## src/rtl/argmax_pkg.sv

```systemverilog
// -----------------------------------------------------------------------------
// argmax_pkg
// Shared types and constant helpers for the argmax classifier result stage.
//   state_t  : controller states (IDLE, ISSUE, DRAIN, DONE)
//   clog2    : ceiling log2, used for counter and index widths
//   most_neg : most-negative two's-complement value of a given width; it is
//              the starting value of the running maximum
// -----------------------------------------------------------------------------
package argmax_pkg;

  typedef enum logic [1:0] {
    IDLE  = 2'd0,
    ISSUE = 2'd1,
    DRAIN = 2'd2,
    DONE  = 2'd3
  } state_t;

  function automatic int clog2(input int v);
    int r;
    r = 0;
    for (int i = 0; i < 31; i++) begin
      if ((1 << i) < v) r = i + 1;
    end
    return r;
  endfunction

  // Returned 64 bits wide; callers keep the low dw bits.
  function automatic longint most_neg(input int dw);
    return -(longint'(1) << (dw - 1));
  endfunction

endpackage

```

## src/rtl/argmax_result_if.sv

```systemverilog
// -----------------------------------------------------------------------------
// argmax_result_if
// Bundles the controller handshake and the pixel-memory read port of the
// argmax result stage.
//   enable        : level start/hold from the top-level controller
//   memstartp     : address of the first score word
//   qp            : memory read data, lane k at [(VALS_PER_WORD-k)*DATA_W-1 -: DATA_W]
//   read_addressp : memory read address
//   re            : memory read enable
//   RESULT        : winning class index
//   STOP          : done flag
//   MAXVAL        : winning score (only when ARGMAX_MAXVAL_EN is defined)
// Modports: master = controller/memory side, slave = argmax block.
// -----------------------------------------------------------------------------
interface argmax_result_if
  import argmax_pkg::*;
#(
  parameter int DATA_W        = 13,
  parameter int VALS_PER_WORD = 8,
  parameter int ADDR_W        = 13,
  parameter int CLASS_W       = clog2(10)
);

  logic                              enable;
  logic [ADDR_W-1:0]                 memstartp;
  logic [DATA_W*VALS_PER_WORD-1:0]   qp;
  logic [ADDR_W-1:0]                 read_addressp;
  logic                              re;
  logic [CLASS_W-1:0]                RESULT;
  logic                              STOP;
`ifdef ARGMAX_MAXVAL_EN
  logic signed [DATA_W-1:0]          MAXVAL;

  modport master (
    output enable, memstartp, qp,
    input  read_addressp, re, RESULT, STOP, MAXVAL
  );

  modport slave (
    input  enable, memstartp, qp,
    output read_addressp, re, RESULT, STOP, MAXVAL
  );
`else
  modport master (
    output enable, memstartp, qp,
    input  read_addressp, re, RESULT, STOP
  );

  modport slave (
    input  enable, memstartp, qp,
    output read_addressp, re, RESULT, STOP
  );
`endif

endinterface

```

## src/rtl/argmax_word_reduce.sv

```systemverilog
// -----------------------------------------------------------------------------
// argmax_word_reduce
// Combinational reduction of one packed score word to its local maximum.
// Lanes are scanned in ascending class order and a lane replaces the current
// best when it is >= (signed), so ties resolve to the higher lane.
// Ports:
//   i_word : packed scores, lane k at [(VALS_PER_WORD-k)*DATA_W-1 -: DATA_W]
//   i_base : class index of lane 0
//   i_mask : lane-valid mask (bit k set = lane k holds a real class)
//   o_max  : local maximum score
//   o_idx  : class index of o_max
// -----------------------------------------------------------------------------
module argmax_word_reduce #(
  parameter int DATA_W        = 13,
  parameter int VALS_PER_WORD = 8,
  parameter int IDX_W         = 4
) (
  input  logic [DATA_W*VALS_PER_WORD-1:0] i_word,
  input  logic [IDX_W-1:0]                i_base,
  input  logic [VALS_PER_WORD-1:0]        i_mask,
  output logic signed [DATA_W-1:0]        o_max,
  output logic [IDX_W-1:0]                o_idx
);

  logic signed [DATA_W-1:0] w_lane;
  logic                     w_found;

  always_comb begin
    o_max   = '0;
    o_idx   = i_base;
    w_lane  = '0;
    w_found = 1'b0;
    for (int k = 0; k < VALS_PER_WORD; k++) begin
      w_lane = i_word[(VALS_PER_WORD-k)*DATA_W-1 -: DATA_W];
      if (i_mask[k] && (!w_found || (w_lane >= o_max))) begin
        o_max   = w_lane;
        o_idx   = i_base + IDX_W'(k);
        w_found = 1'b1;
      end
    end
  end

endmodule

```

## src/rtl/argmax_result.sv

```systemverilog
// -----------------------------------------------------------------------------
// argmax_result
// Classifier result stage: reads NW = ceil(NUM_CLASSES/VALS_PER_WORD) packed
// score words starting at memstartp, merges each returning word into a running
// maximum and reports the winning class index on RESULT with STOP raised.
// Ports:
//   clk, rst_n : clock, asynchronous active-low reset
//   bus        : argmax_result_if slave (enable, memstartp, qp, read_addressp,
//                re, RESULT, STOP, and MAXVAL when enabled)
// Optional feature: define ARGMAX_MAXVAL_EN to expose the winning score on
// MAXVAL, registered together with RESULT.
// Timing: STOP rises NW + RD_LAT + 1 edges after the first edge with enable=1.
// -----------------------------------------------------------------------------
module argmax_result
  import argmax_pkg::*;
#(
  parameter int DATA_W        = 13,
  parameter int VALS_PER_WORD = 8,
  parameter int NUM_CLASSES   = 10,
  parameter int ADDR_W        = 13,
  parameter int RD_LAT        = 2,
  parameter int CLASS_W       = clog2(NUM_CLASSES)
) (
  input  logic           clk,
  input  logic           rst_n,
  argmax_result_if.slave bus
);

  localparam int     NW    = (NUM_CLASSES + VALS_PER_WORD - 1) / VALS_PER_WORD;
  localparam int     CNT_W = clog2(NW + 1);
  localparam longint MN64  = most_neg(DATA_W);
  localparam logic signed [DATA_W-1:0] MOST_NEG = MN64[DATA_W-1:0];
  localparam logic [CNT_W-1:0]         NW_C     = CNT_W'(NW);

  state_t                   r_state;
  state_t                   w_next;
  logic [ADDR_W-1:0]        r_addr;
  logic                     r_re;
  logic                     r_stop;
  logic [CLASS_W-1:0]       r_result;
  logic [CNT_W-1:0]         r_icnt;     // addresses issued
  logic [CNT_W-1:0]         r_vcnt;     // words merged
  logic                     r_new;      // a fresh address is on the bus this cycle
  logic [RD_LAT-1:0]        r_vld;      // tags travelling with outstanding reads
  logic signed [DATA_W-1:0] r_best;
  logic [CLASS_W-1:0]       r_bidx;
`ifdef ARGMAX_MAXVAL_EN
  logic signed [DATA_W-1:0] r_maxval;
`endif

  logic [RD_LAT:0]          w_vld_in;
  logic                     w_qvld;
  logic [CLASS_W-1:0]       w_base;
  logic [VALS_PER_WORD-1:0] w_mask;
  logic signed [DATA_W-1:0] w_lmax;
  logic [CLASS_W-1:0]       w_lidx;
  logic                     w_take;

  // The top bit of the extended shift vector is the tag leaving the pipe,
  // i.e. qp carries a requested word this cycle.
  assign w_vld_in = {r_vld, r_new};
  assign w_qvld   = w_vld_in[RD_LAT];

  // Lanes past the last class in the final word are masked off.
  always_comb begin
    w_mask = '0;
    for (int k = 0; k < VALS_PER_WORD; k++) begin
      w_mask[k] = ((int'(r_vcnt) * VALS_PER_WORD + k) < NUM_CLASSES);
    end
  end

  assign w_base = CLASS_W'(int'(r_vcnt) * VALS_PER_WORD);

  argmax_word_reduce #(
    .DATA_W        (DATA_W),
    .VALS_PER_WORD (VALS_PER_WORD),
    .IDX_W         (CLASS_W)
  ) u_reduce (
    .i_word (bus.qp),
    .i_base (w_base),
    .i_mask (w_mask),
    .o_max  (w_lmax),
    .o_idx  (w_lidx)
  );

  // Later words hold higher classes, so >= keeps the higher-index tie winner.
  assign w_take = (w_lmax >= r_best);

  always_ff @(posedge clk or negedge rst_n) begin
    if (!rst_n) r_state <= IDLE;
    else        r_state <= w_next;
  end

  always_comb begin
    w_next = r_state;
    case (r_state)
      IDLE:    if (bus.enable) w_next = ISSUE;
      ISSUE:   if (!bus.enable) w_next = IDLE;
               else if (r_icnt == NW_C) w_next = DRAIN;
      DRAIN:   if (!bus.enable) w_next = IDLE;
               else if (r_vcnt == NW_C) w_next = DONE;
      DONE:    if (!bus.enable) w_next = IDLE;
      default: w_next = IDLE;
    endcase
  end

  always_ff @(posedge clk or negedge rst_n) begin
    if (!rst_n) begin
      r_addr   <= '0;
      r_re     <= 1'b0;
      r_stop   <= 1'b0;
      r_result <= '0;
      r_icnt   <= '0;
      r_vcnt   <= '0;
      r_new    <= 1'b0;
      r_vld    <= '0;
      r_best   <= '0;
      r_bidx   <= '0;
`ifdef ARGMAX_MAXVAL_EN
      r_maxval <= '0;
`endif
    end else begin
      r_new <= 1'b0;
      r_vld <= w_vld_in[RD_LAT-1:0];
      case (r_state)
        IDLE: begin
          if (bus.enable) begin
            r_addr <= bus.memstartp;
            r_re   <= 1'b1;
            r_stop <= 1'b0;
            r_best <= MOST_NEG;
            r_bidx <= '0;
            r_icnt <= CNT_W'(1);
            r_vcnt <= '0;
            r_new  <= 1'b1;
          end
        end
        ISSUE, DRAIN: begin
          if (!bus.enable) begin
            // Abort: drop outstanding tags so nothing merges later.
            r_re   <= 1'b0;
            r_stop <= 1'b0;
            r_vld  <= '0;
          end else begin
            if ((r_state == ISSUE) && (r_icnt != NW_C)) begin
              r_addr <= r_addr + ADDR_W'(1);
              r_icnt <= r_icnt + CNT_W'(1);
              r_new  <= 1'b1;
            end
            if (w_qvld) begin
              if (w_take) begin
                r_best <= w_lmax;
                r_bidx <= w_lidx;
              end
              r_vcnt <= r_vcnt + CNT_W'(1);
            end
            if ((r_state == DRAIN) && (r_vcnt == NW_C)) begin
              r_stop   <= 1'b1;
              r_re     <= 1'b0;
              r_result <= r_bidx;
`ifdef ARGMAX_MAXVAL_EN
              r_maxval <= r_best;
`endif
            end
          end
        end
        DONE: begin
          if (!bus.enable) r_stop <= 1'b0;
        end
        default: ;
      endcase
    end
  end

  assign bus.read_addressp = r_addr;
  assign bus.re            = r_re;
  assign bus.RESULT        = r_result;
  assign bus.STOP          = r_stop;
`ifdef ARGMAX_MAXVAL_EN
  assign bus.MAXVAL        = r_maxval;
`endif

endmodule

```

## src/flat_wrapper.sv

```systemverilog
// flat-port wrapper written by rule: the top's interface ports become plain ports
module argmax_result_flat import argmax_pkg::*;
#(
  parameter int DATA_W        = 13,
  parameter int VALS_PER_WORD = 8,
  parameter int NUM_CLASSES   = 10,
  parameter int ADDR_W        = 13,
  parameter int RD_LAT        = 2,
  parameter int CLASS_W       = clog2(NUM_CLASSES)
)
  (clk, rst_n, bus_enable, bus_memstartp, bus_qp, bus_read_addressp, bus_re, bus_RESULT, bus_STOP);
  argmax_result_if #(.DATA_W(DATA_W), .VALS_PER_WORD(VALS_PER_WORD), .ADDR_W(ADDR_W), .CLASS_W(CLASS_W)) bus_i ();
  input  logic clk;
  input  logic rst_n;
  input wire logic [$bits(bus_i.enable)-1:0] bus_enable;
  input wire logic [$bits(bus_i.memstartp)-1:0] bus_memstartp;
  input wire logic [$bits(bus_i.qp)-1:0] bus_qp;
  output wire logic [$bits(bus_i.read_addressp)-1:0] bus_read_addressp;
  output wire logic [$bits(bus_i.re)-1:0] bus_re;
  output wire logic [$bits(bus_i.RESULT)-1:0] bus_RESULT;
  output wire logic [$bits(bus_i.STOP)-1:0] bus_STOP;
  assign bus_i.enable = bus_enable;
  assign bus_i.memstartp = bus_memstartp;
  assign bus_i.qp = bus_qp;
  assign bus_read_addressp = bus_i.read_addressp;
  assign bus_re = bus_i.re;
  assign bus_RESULT = bus_i.RESULT;
  assign bus_STOP = bus_i.STOP;
  argmax_result #(.DATA_W(DATA_W), .VALS_PER_WORD(VALS_PER_WORD), .NUM_CLASSES(NUM_CLASSES), .ADDR_W(ADDR_W), .RD_LAT(RD_LAT), .CLASS_W(CLASS_W)) u_core (.clk(clk), .rst_n(rst_n), .bus(bus_i));
endmodule
```

## config.mk

```make
export PLATFORM = sky130hd
export DESIGN_NAME = argmax_result_flat
export DESIGN_NICKNAME = d
export VERILOG_FILES = /design/src/rtl/argmax_pkg.sv /design/src/rtl/argmax_result_if.sv /design/src/rtl/argmax_word_reduce.sv /design/src/rtl/argmax_result.sv /design/src/flat_wrapper.sv
export SDC_FILE = /design/constraint.sdc
export NUM_CORES = 1
export LEC_CHECK = 0
export BUFFER_PORTS_ARGS = -buffer_cell sky130_fd_sc_hd__buf_2
export CAP_MARGIN = 30
export CORE_ASPECT_RATIO = 1.25
export CORE_MARGIN = 5
export CORE_UTILIZATION = 31
export CTS_CLUSTER_SIZE = 30
export DETAILED_ROUTE_END_ITERATION = 8
export PLACE_DENSITY = 0.53
export SYNTH_ARGS = -nofsm -noshare
export SYNTH_HDL_FRONTEND = slang
export SYNTH_SLANG_ARGS = --single-unit
```

## constraint.sdc

```tcl
create_clock -name clk -period 22.3 [get_ports clk]
set_input_delay 2.23 -clock clk [delete_from_list [all_inputs] [get_ports clk]]
set_output_delay 2.23 -clock clk [all_outputs]
set_load 0.01 [all_outputs]
```

# Word level (Yosys, flattened, before mapping)
# Cells that the tools add are included.
[totals] latchBits=0 ramBits=0 register_bits=45 memories=0 romBits=0
[classes] n_addsub=17 muxes=65 order_cmp=16 eq_ne=15 bitwise_logic=0 reduce_logical=33 shifts=0 mul=0 div_mod_pow=0
[op_table] operator="< comparator 32 x 5 -> 1 bit, second input constant" n=7
[op_table] operator="2-to-1 mux 13 bit" n=15
[op_table] operator=">= comparator 13 bit" n=8
[op_table] operator="case mux 13 bit (2 select lines)" n=2
[op_table] operator="2-to-1 mux 4 bit" n=11
[op_table] operator="2-to-1 mux 2 bit" n=13
[op_table] operator="adder 5 x 3 -> 6 bit, second input constant" n=4
[op_table] operator="2-to-1 mux 1 bit" n=17
[op_table] operator="adder 4 x 3 -> 4 bit, second input constant" n=4
[op_table] operator="adder 13 x 1 -> 13 bit, second input constant" n=1
[op_table] operator="adder 5 x 2 -> 6 bit, second input constant" n=2
[op_table] operator="AND reduction 4 bit" n=3
[op_table] operator="logical AND 1 bit" n=9
[op_table] operator="!= test 3 x 2 -> 1 bit, second input constant" n=3
[op_table] operator="AND reduction 3 bit" n=3
[op_table] operator="adder 4 x 2 -> 4 bit, second input constant" n=2
[op_table] operator="== test 2 bit, second input constant" n=4
[op_table] operator="!= test 2 bit, second input constant" n=4
[op_table] operator="case mux 2 bit (2 select lines)" n=2
[op_table] operator="case mux 2 bit (4 select lines)" n=1
[op_table] operator="case mux 4 bit (2 select lines)" n=1
[op_table] operator="zero test 1 bit" n=7
[op_table] operator="logical OR 1 bit" n=7
[op_table] operator="adder 5 x 1 -> 6 bit, second input constant" n=1
[op_table] operator="11 further kinds" n=15

# Longest topological paths before layout
[logic_depth] depth_word=35 mapped_depth=82 depth_no_buf=70

# Cells and area by module
# A second synthesis with hierarchy kept.
[hier_totals] hier_cells=911 hier_area_um2=6844.1
[modules_own_cells] module="argmax_word_reduce" seq_area_each_um2=0.0 n_inst=1 area_per_inst_um2=4202.8 cells_each=633
[modules_own_cells] module="argmax_result" seq_area_each_um2=1126.1 n_inst=1 area_per_inst_um2=2641.3 cells_each=278

# Worst setup path after synthesis
# Ideal clock, no wire load.
[synth_path] kind="input port to flip-flop" start="input port bus_qp[103]" end="register u_core.r_best[11]" t_required_ns=22.213 setup_time_ns=0.087 t_arrival_ns=17.293 path_buffers=12 slack_ns=4.920 stages=75 path_cell_list="nand2_1 ha_1 buf_4 and4_1 nand3_1 a22oi_1 nand3_1 o21ai_2 buf_6 mux2_2 ha_1 nand4_1 nor4_1 or4b_1 or3_4 nand3_2 buf_6 clkbuf_1 (+39 left out) or3b_2 o221ai_1 nor2_1 a21oi_1 o21ai_2 nand2b_1 clkbuf_1 o21ai_0 ha_1 and4_1 a2111oi_0 o221ai_1 a22oi_1 clkbuf_1 and2_1 clkbuf_1 nand2_1 o211ai_1"
[synth_via] elab_chain_cells=33
[synth_lines] element="start, declared" line="flat_wrapper.sv:17" source="input wire logic [$bits(bus_i.qp)-1:0] bus_qp;"
[synth_lines] element="2-to-1 mux 13 bit (*)" line="argmax_word_reduce.sv:35" source="if (i_mask[k] && (!w_found || (w_lane >= o_max))) begin"
[synth_lines] element=">= comparator 13 bit" line="argmax_word_reduce.sv:35"
[synth_lines] element="logical OR 1 bit" line="argmax_word_reduce.sv:35"
[synth_lines] element="logical AND 1 bit" line="argmax_word_reduce.sv:35"
[synth_lines] element="2-to-1 mux 13 bit or 2-to-1 mux 1 bit (tied branches)" line="argmax_word_reduce.sv:35"
[synth_lines] element=">= comparator 13 bit or zero test 1 bit (tied branches)" line="argmax_word_reduce.sv:35"
[synth_lines] element="logical OR 1 bit" line="argmax_word_reduce.sv:35"
[synth_lines] element="logical AND 1 bit" line="argmax_word_reduce.sv:35"
[synth_lines] element="(+14 left out)"
[synth_lines] element="logical OR 1 bit" line="argmax_word_reduce.sv:35"
[synth_lines] element="logical AND 1 bit" line="argmax_word_reduce.sv:35"
[synth_lines] element="2-to-1 mux 13 bit or 2-to-1 mux 1 bit (tied branches)" line="argmax_word_reduce.sv:35"
[synth_lines] element=">= comparator 13 bit or zero test 1 bit (tied branches)" line="argmax_word_reduce.sv:35"
[synth_lines] element="logical OR 1 bit" line="argmax_word_reduce.sv:35"
[synth_lines] element="logical AND 1 bit" line="argmax_word_reduce.sv:35"
[synth_lines] element="2-to-1 mux 13 bit (*)" line="argmax_word_reduce.sv:35"
[synth_lines] element="branches (longest 4 deep; another with >= comparator 13 bit)"
[synth_lines] element="end signal, assigned" line="argmax_result.sv:152" source="r_best <= w_lmax;"
[synth_lines] element="end, declared" line="argmax_result.sv:45" source="logic signed [DATA_W-1:0] r_best;"
# Every way passes the cells marked *. The select of a mux whose other input is x is not followed.
# A chain may end at the register's enable or synchronous reset.

# Worst setup path after layout
[layout_path] start="input port bus_qp[103]" end="register u_core.r_best[4]"
# The elaborated chain is that of the path after synthesis.

==> results.ini <==
[clock_network]
root_buffer = clkbuf_16
cts_num_sinks = 45
cts_hold_buffers = 0
cts_setup_buffers = 0
clk_latency_ns = 0.29
h-tree-depth = 2
cts_tree = built
clkTransAtPathRegs_ns = 0.07
cts_inserted_buffers = 5
clockBufferDepth = 2
cts_resized = 0

[sta]
hold_viol_final = 0
max-slew-margin-rel_pct = 36.4
fin_tns_setup_ns = 0
rsz0062_at_grt = false
timing.fmax_mhz = 48.7
period_share_pct = 92.0
finalCriticalPeriod_ns = 20.52
worst_slew_pin_slew_ns = 0.947
finClkSkew_ns = 0.00341
setup_viol = 0
slew_viol_final = 0

[cells_and_area]
insertedDiodeCount = 0
area_growth_pct = 16.8
seqCellArea_sq_um = 1130
multi_input_area_sq_um = 4850
nNetsFinal = 1145
nFillCells = 2214
drive_above_1_share_pct = 22.2

[floorplanning]
initial_utilization_pct = 31.4
fp.dieArea_sq_um = 23400
io_pins = 139
rows = 58
die_y_um = 170
fp.dieW_um = 138
core_sq_um = 20200

[yosys]
synth.distinct_cells = 74
synth-edff-count = 0
syn-mean-instance-area_sq_um = 7.97
ys_ff_latch = 45
syn_inst = 796
yosysTopAreaCell = ha_1
synth_nets = 1028
yosysSeqAreaShare_pct = 17.8
ys_top_cells_by_count = 112 x ha_1, 107 x nand2_1, 55 x inv_1, 51 x o21ai_0, 47 x a21oi_1
async_flop_share_pct = 100
yosysMostFrequentCell = ha_1
netlist.area_leader.share_pct = 22.1
synthesis.area_sq_um = 6340
synth-warning-count = 0
synth_area_leaders = ha_1 22%, dfrtp_1 18%, nand2_1 6.3%, mux2_2 4.6%, o21ai_0 4.0%
synth-main-ff-cell = dfrtp_1

[placement]
port_buffers = 138
gp_congestion = 0.949
hpwlAfterDp_um = 17700

[global_route]
grt_start_max_net_pins = 46
grt_overflow = 0
grt_busiest_layer = met2
first_global_vias = 6599
met1_usage_pct = 22.5
antenna_found_initial = 0
grt_pass1_wl_um = 33900
grt_use_total_pct = 18.1
use_met3_pct = 1.60
met2_usage_pct = 32.2

[flow_run]
drv_cap = 0

[worst_setup_path]
cp.required_ns = 22.44
slowest_delay_ns = 0.76
worst_setup_path_start_kind = primary input
crit_top_cell = ha_1
worstSetupPathType = primary input to flip-flop
r2r_slack_ns = 3.03
cp_slowest_cell = o21ai_1
worst_setup_path_end_kind = flip-flop
cp_max_fo = 34
arrival_ns = 20.66

[detailed_routing]
drt_iter0_drc = 378
drc = 0
first_pass_iters = 5
viasPerCell = 5.44
drtAntennaViolNets = 0
avgRoutedWirePerCell_um = 17.9
vias = 6439
wl_um = 21200

[hold_path]
holdCritPathClass = flip-flop to flip-flop

[run_status]
status = completed

[metrics by stage]
step | area [sq um] | setup slack, ns | hold slack (ns) | utilization (%) | cells
floorplan | 6340 | 4.92 | 0.428 | - | 796
global placement | 7260 | 2.00 | 0.441 | 36.0 | 1176
detailed placement | 7260 | 1.65 | 0.440 | 36.0 | 1176
CTS | 7410 | 1.90 | 0.455 | 36.7 | 1184
global route | 7410 | 0.114 | 0.459 | 36.7 | 1184
finish | 7410 | 1.78 | 0.447 | 36.7 | 1184
[kinds of logic (layout without fill, tap and decap cells)]
logic type	Yosys count	after routing	synth area share [%]
muxes	40	40	6.84
AOI/OAI and AO/OA	264	264	28.7
DFF	45	45	17.8
buffers and inverters	90	208	5.84
and+or+nand+nor	245	245	18.8
adders and majority gates	112	112	22.1
[final cells by class]
type,count,area share (%)
clock buffer,5,1.69
tap,270,4.56
timing repair buffer,144,9.93
clock inverter,3,0.338
multi-input combinational,661,65.4
sequential,45,15.2
inverter,56,2.84
[path summary, 6_finish.rpt]
check	from	to	depth (start not counted)
min	u_core.r_new$_DFF_PN0_	u_core.r_vld[0]$_DFF_PN0_	1
min reg2reg	u_core.r_new$_DFF_PN0_	u_core.r_vld[0]$_DFF_PN0_	1
min in group asynchronous	rst_n	u_core.r_best[5]$_DFFE_PN0P_	2
max reg2reg	u_core.r_vcnt[1]$_DFFE_PN0P_	u_core.r_best[4]$_DFFE_PN0P_	65
max	bus_qp[103]	u_core.r_best[4]$_DFFE_PN0P_	65
max in group asynchronous	rst_n	u_core.bus.re$_DFFE_PN0P_	2
[sequential cells by signal, indices dropped and copies added (netlist names), 2 cells and up]
register,flops
u_core.bus.read_addressp,13
u_core.bus.RESULT,4
u_core.r_icnt,2
u_core.r_bidx,4
u_core.r_best,13
u_core.r_vld,2
u_core.r_vcnt,2
u_core.r_state,2
[worst max-delay path, delay by kind of cell]
kind	cells	cell delay (ns)
AOI/OAI and AO/OA	32	8.96
adders and majority gates	8	2.67
muxes	1	0.51
and+or+nand+nor	20	5.52
buffers and inverters	4	0.71
[cell usage in the layout (no fill, tap or decap), types with 18 or more instances in the layout]
master,netlist,layout
a21o_1,19,19
a21oi_1,47,47
a22oi_1,23,23
buf_2,5,138
dfrtp_1,45,45
ha_1,112,112
inv_1,55,55
mux2_2,26,26
nand2_1,107,107
nand3_1,35,35
nor2_1,28,28
o21ai_0,51,50
o22ai_1,18,18
[layer usage]
| metal | vias up | wire [um] |
|---|---|---|
| met4 | 0 | 633 |
| met5 | - | 0 |
| met2 | 191 | 10700 |
| met3 | 41 | 963 |
| li1 | 3228 | - |
| met1 | 2979 | 8940 |
Power is left out: the tool's default activity adds up to more than one toggle a clock period on the data nets, which glitch-free logic cannot reach.
